==> config.mk <==
export PLATFORM = sky130hd
export DESIGN_NAME = clkgate_ctrl
export DESIGN_NICKNAME = d
export VERILOG_FILES = /design/src/rtl/clkgate_ctrl_pkg.sv /design/src/rtl/cell_clkgate_low.sv /design/src/rtl/clkgate_ctrl.sv
export SDC_FILE = /design/constraint.sdc
export NUM_CORES = 1
export LEC_CHECK = 0
export CORE_MARGIN = 2
export CORE_UTILIZATION = 30
export CTS_CLUSTER_SIZE = 12
export DETAILED_ROUTE_END_ITERATION = 10
export GPL_TIMING_DRIVEN = 1
export PLACE_DENSITY_LB_ADDON = 0.05
export RECOVER_POWER = 50
export SYNTH_ARGS = -nofsm -noshare
export SYNTH_HDL_FRONTEND = slang
export SYNTH_SLANG_ARGS = --single-unit
==> constraint.sdc <==
create_clock -name clk -period 3.75 [get_ports clk]
set_clock_uncertainty 0.05 [all_clocks]
set_input_delay 0.75 -clock clk [delete_from_list [all_inputs] [get_ports clk]]
set_output_delay 0.75 -clock clk [all_outputs]
set_load 0.05 [all_outputs]
==> src/rtl/clkgate_ctrl_pkg.sv <==
// Shared definitions for the clock-gate controller: FSM state encoding.
package clkgate_ctrl_pkg;

  typedef enum logic [1:0] {
    ST_RUN   = 2'd0,
    ST_HOLD  = 2'd1,
    ST_GATED = 2'd2,
    ST_WAKE  = 2'd3
  } state_e;

endpackage

==> src/rtl/cell_clkgate_low.sv <==
// Latch-based clock gate: the enable is captured while clk_in is low, so the
// output can only start or stop on a full high phase and never glitches.
module cell_clkgate_low (
  input  logic clk_in,
  input  logic enable,
  output logic clk_out
);

  logic en_l;

  always_latch begin
    if (!clk_in) en_l <= enable;
  end

  assign clk_out = clk_in & en_l;

endmodule

==> src/rtl/clkgate_ctrl.sv <==
// Idle-timeout clock-gate controller with per-requester acknowledge.
// Define CLKGATE_CTRL_STATS_EN to build the gated-cycle statistics counter.
module clkgate_ctrl
  import clkgate_ctrl_pkg::*;
#(
  parameter int N_REQ     = 2,
  parameter int TIMEOUT_W = 8
) (
  input  logic                 clk,
  input  logic                 rst,
  input  logic [N_REQ-1:0]     req,
  output logic [N_REQ-1:0]     ack,
  input  logic                 force_on,
  input  logic [TIMEOUT_W-1:0] idle_timeout,
  output logic                 clk_gated,
  output logic                 clk_active,
  output logic [31:0]          gated_cycles
);

  state_e               state_q, state_d;
  logic [TIMEOUT_W-1:0] cnt_q, cnt_d;
  logic                 en_q, en_d;
  logic                 demand;

  assign demand = (|req) | force_on;

  always_ff @(posedge clk or posedge rst) begin
    if (rst) begin
      state_q <= ST_RUN;
      cnt_q   <= '0;
      en_q    <= 1'b1;
    end else begin
      state_q <= state_d;
      cnt_q   <= cnt_d;
      en_q    <= en_d;
    end
  end

  // The idle timeout is only sampled on RUN->HOLD; HOLD counts down its own copy.
  always_comb begin
    state_d = state_q;
    cnt_d   = cnt_q;
    case (state_q)
      ST_RUN: begin
        if (!demand) begin
          if (idle_timeout == '0) begin
            state_d = ST_GATED;
          end else begin
            cnt_d   = idle_timeout;
            state_d = ST_HOLD;
          end
        end
      end
      ST_HOLD: begin
        if (demand)                          state_d = ST_RUN;
        else if (cnt_q == TIMEOUT_W'(1))     state_d = ST_GATED;
        else                                 cnt_d   = cnt_q - TIMEOUT_W'(1);
      end
      ST_GATED: begin
        if (demand) state_d = ST_WAKE;
      end
      ST_WAKE: begin
        state_d = ST_RUN;
      end
      default: begin
        state_d = ST_RUN;
      end
    endcase
    en_d = (state_d != ST_GATED);
  end

  // WAKE is excluded so ack only rises once the gated clock has a full cycle behind it.
  assign ack = (!rst && (state_q == ST_RUN || state_q == ST_HOLD)) ? req : '0;

  assign clk_active = en_q;

  cell_clkgate_low u_cg (
    .clk_in  (clk),
    .enable  (en_q),
    .clk_out (clk_gated)
  );

`ifdef CLKGATE_CTRL_STATS_EN
  logic [31:0] gated_cycles_q;

  always_ff @(posedge clk or posedge rst) begin
    if (rst)                      gated_cycles_q <= '0;
    else if (state_q == ST_GATED) gated_cycles_q <= gated_cycles_q + 32'd1;
  end

  assign gated_cycles = gated_cycles_q;
`else
  assign gated_cycles = '0;
`endif

endmodule

# After elaboration in Yosys (flattened, before gate mapping)
# Index checks and enable logic that the tools add are counted.
# Widths: inputs -> output; s select.
[word_totals]
regBits = 11
latchBits = 1
input_bits = 13
out_inout_bits = 36
wordCells = 37
[classes]
add_sub_neg = 1
eq_ne = 9
n_mux = 13
n_bitwise = 2
n_reduce_logical = 8
[op_table]
columns = ["cell", "n"]
rows = [
  ["$mux 8", 4],
  ["$pmux 8 s2", 1],
  ["$mux 2", 6],
  ["$ne 2x2->1 const B", 5],
  ["$eq 8x1->1 const B", 1],
  ["$logic_not 8->1", 1],
  ["$pmux 2 s4", 1],
  ["$sub 8x1->8 const B", 1],
  ["$reduce_and 5->1", 1],
  ["$eq 2x2->1 const B", 2],
  ["$eq 2x1->1 const B", 1],
  ["$logic_not 2->1", 1],
  ["$reduce_bool 2->1", 1],
  ["$reduce_or 2->1", 1],
  ["$and 1x1->1", 1],
  ["$logic_and 1x1->1", 1],
  ["$logic_not 1->1", 1],
  ["$logic_or 1x1->1", 1],
  ["$mux 1", 1],
  ["$or 1x1->1", 1],
]

# Longest topological paths before layout
[depth]
word_depth = 5
mapped_depth = 6

# By module
# A second synthesis with hierarchy kept.
[hier_totals]
cells_unflattened = 118
area_unflattened_um2 = 974.7
[modules_own_cells]
columns = ["mod", "instances", "cells_each", "area_each_um2", "seq_area_each_um2"]
rows = [
  ["clkgate_ctrl", 1, 116, 953.4, 276.5],
  ["cell_clkgate_low", 1, 2, 21.3, 0.0],
]

==> Implementation_results.wiki <==
{| class="wikitable"
! Metric !! Value
|-
| Most frequent standard cell in the layout excluding fill and tap cells || sky130_fd_sc_hd__conb_1
|-
| Die Footprint || 3800 um2
|-
| Die Y || 61.6 um
|-
| Unrepaired setup endpoints after global routing || yes
|-
| IO Port Bufs || 16
|-
| Post-CTS Hold Fix Bufs || 0
|-
| DR vias/cell || 4.53
|-
| Count of maximum capacitance violations || 0
|-
| Max-slew violations || 0
|-
| Routability congestion estimate from global placement || 0.770
|-
| Syn Std Cell Area || 996 um2
|-
| Routed wire length per instance || 12.4 um
|-
| Number of buffers inserted by post-CTS setup repair || 0
|-
| Share of cells above drive strength 1 || 12.7%
|-
| Vias in the first global route || 768
|-
| Register bit total from synthesis || 12
|-
| Critical R2R Capture || u_cg.en_l$_DLATCH_N_
|-
| Number of buffers and inverters on the critical path || 1
|-
| Row count || 20
|-
| CP max-delay cell || sky130_fd_sc_hd__dlxtn_2
|-
| Power, Total || 0.000578 W
|-
| Cell family with the largest share of critical-path delay || latches
|-
| I/O pin count || 49
|-
| Signed area change from the synthesized netlist to the final layout || 13.7%
|-
| Clock Latency Late Sink || 0.38 ns
|-
| Vias after detailed routing || 806
|-
| Biggest area contributors in the synthesized netlist || sky130_fd_sc_hd__dfrtp_1 (25%), sky130_fd_sc_hd__buf_4 (24%), sky130_fd_sc_hd__o2bb2ai_1 (3.5%)
|-
| Depth of the worst register-to-register path || 0
|-
| Placeable core area || 3100 um2
|-
| Biggest fanout along the worst timing path || 1
|-
| Pwr Density || 511 nW/um2
|-
| Critical Setup Path Class || latch -> out
|-
| Number of instances in the synthesized netlist || 115
|-
| Hold-critical path depth || 0
|-
| Required arrival time at the worst endpoint || 2.95 ns
|-
| Static leakage || 0.491 nW
|-
| Overall routing resource usage || 12.8%
|-
| Setup-failing EPs final || 0
|-
| First-pass iteration count of the detailed router || 4
|-
| Worst R2R Start || clk_active$_DFF_PP1_
|-
| Antenna violations before repair || 0
|-
| Hold violation total from the final report || 0
|-
| Worst slew margin || 61.3%
|-
| Data arrival, critical path || 2.94 ns
|-
| DRC viols || 0
|-
| Highest-count cells in the layout ignoring fill and taps || sky130_fd_sc_hd__conb_1 (32), sky130_fd_sc_hd__clkdlybuf4s50_1 (13), sky130_fd_sc_hd__dfrtp_1 (10), sky130_fd_sc_hd__nand2_1 (8), sky130_fd_sc_hd__nor2_1 (7)
|-
| Kind of end point of the critical path || output port
|-
| Number of nets in the finished design || 150
|-
| Total congestion overflow after global routing || 0
|-
| Initial detailed-routing violation count || 28
|-
| Worst hold-check path type || reg -> latch
|-
| Total wire length after detailed routing || 2200 um
|-
| Slew @ Worst Pin || 0.580 ns
|-
| Final standard cell area without fillers || 1130 um2
|-
| Worst min-delay path endpoint || u_cg.en_l$_DLATCH_N_
|-
| Hold slack final || 0.424 ns
|-
| Startpoint type of the worst setup path || latch
|-
| Post-detailed-placement half-perimeter wirelength || 1660 um
|-
| Synthesis Warnings || 0
|-
| Total inserted antenna cells || 0
|-
| Setup TNS || 0 ns
|-
| Mean post-synth cell area || 8.66 um2
|-
| Placed cell areas || 1070 um2
|-
| Share of Yosys cell area claimed by the top area cell type || 25.1%
|-
| Horizontal extent of the die || 61.6 um
|-
| Top cell type by total area after synthesis || sky130_fd_sc_hd__dfrtp_1
|-
| Flop2flop setup slack || 1.31 ns
|-
| Wire length of the first global-routing pass || 3470 um
|-
| Clock tree from TritonCTS || yes
|-
| Initial core utilization || 32.1%
|-
| Hold path startpoint || clk_active$_DFF_PP1_
|-
| Outcome || finished clean
|-
| Final core utilization || 36.5%
|-
| Crit path largest cell delay || 0.40 ns
|-
| Maximum number of pins on one net before global-route repair || 15
|-
| Antenna Nets Post-Route || 0
|-
| Clock slew at the register clock pins of the worst setup and hold paths || 0.08 ns
|-
| Chain of cells forming the critical path || and2_4 > buf_8
|-
| VDD IR-drop max || 129 uV
|-
| Post-synth cell types || 38
|-
| Resized cells post-CTS || 7
|}
## state kept, by name, indices dropped and copies added (netlist names)
signal and cells:
cnt_q 8, state_q 2, u_cg.en_l 1, clk_active 1
## per-layer routing
metal	up-vias	routed length [um]	GRT usage (%)
met5	-	0	0
met4	0	28	8.51
met3	4	157	3.78
met2	36	1030	18.3
met1	377	990	16.5
li1	389	-	-
## cell type report
type                       instances  area, um2
fill                             337       1970
multi-input combinational         96        559
sequential                        12        293
timing repair buffer              15        150
clock buffer                       7       60.1
tap                               44       55.1
inverter                           3       11.3
clock inverter                     1       3.75
## cell families after synthesis
kind of cell | after synthesis | synth area share, %
buffers and inverters | 38 | 26.5
and+or+nand+nor | 35 | 19.8
AOI/OAI and AO/OA | 26 | 20.5
DFF | 11 | 27.8
adders and majority gates | 2 | 2.51
other | 1 | 0.377
muxes | 1 | 1.01
latches | 1 | 1.51
## stage by stage
stage	setup WS [ns]	std cells
final	0.0133	178
after global routing	-0.0278	178
after CTS	-0.00139	178
after detailed placement	-0.179	171
after global placement	-0.174	171
after floorplan	0.297	146
## worst max-delay path by stage
stage	startpoint	to	slack, ns	depth (start not counted)
after CTS	u_cg.en_l$_DLATCH_N_	clk_gated	-0.001	2
after floorplan	u_cg.en_l$_DLATCH_N_	clk_gated	0.30	1
after global placement	u_cg.en_l$_DLATCH_N_	clk_gated	-0.17	2
after global routing	u_cg.en_l$_DLATCH_N_	clk_gated	-0.03	2
final	u_cg.en_l$_DLATCH_N_	clk_gated	0.01	2
after detailed placement	u_cg.en_l$_DLATCH_N_	clk_gated	-0.18	2
## report_power, final
| part | internal [W] | switching [W] | total (W) |
|---|---|---|---|
| Sequential | 0.000150 | 0.0000294 | 0.000179 |
| Combinational | 0.0000508 | 0.000127 | 0.000178 |
| Clock | 0.000117 | 0.000104 | 0.000222 |
| Total | 0.000318 | 0.000260 | 0.000578 |
## Yosys cell counts
master	number
sky130_fd_sc_hd__a21o_2	1
sky130_fd_sc_hd__and2_1	1
sky130_fd_sc_hd__a31oi_1	4
sky130_fd_sc_hd__nor2_1	7
sky130_fd_sc_hd__nor3_1	3
sky130_fd_sc_hd__or3b_2	1
sky130_fd_sc_hd__or4_1	1
sky130_fd_sc_hd__dfstp_2	1
sky130_fd_sc_hd__o32ai_1	1
sky130_fd_sc_hd__dlxtn_1	1
sky130_fd_sc_hd__or4_4	1
sky130_fd_sc_hd__and4bb_2	1
sky130_fd_sc_hd__buf_1	1
sky130_fd_sc_hd__a31oi_4	1
sky130_fd_sc_hd__a2bb2oi_1	1
sky130_fd_sc_hd__ha_1	2
sky130_fd_sc_hd__nand2b_1	2
sky130_fd_sc_hd__nor2b_1	1
sky130_fd_sc_hd__nand3_1	3
sky130_fd_sc_hd__buf_4	32
sky130_fd_sc_hd__nor3b_1	3
sky130_fd_sc_hd__nand2_1	8
sky130_fd_sc_hd__inv_1	3
sky130_fd_sc_hd__o211ai_2	1
sky130_fd_sc_hd__nor4_1	2
sky130_fd_sc_hd__mux2i_1	1
sky130_fd_sc_hd__o2bb2ai_1	4
sky130_fd_sc_hd__o21ai_0	2
sky130_fd_sc_hd__buf_2	1
sky130_fd_sc_hd__o31ai_1	1
sky130_fd_sc_hd__a21oi_1	3
sky130_fd_sc_hd__nand2_4	1
sky130_fd_sc_hd__dfrtp_1	10
sky130_fd_sc_hd__o22ai_1	1
sky130_fd_sc_hd__conb_1	1
sky130_fd_sc_hd__a22oi_1	2
sky130_fd_sc_hd__clkbuf_1	1
sky130_fd_sc_hd__o211ai_1	4
(Power assumes the default switching activity.)
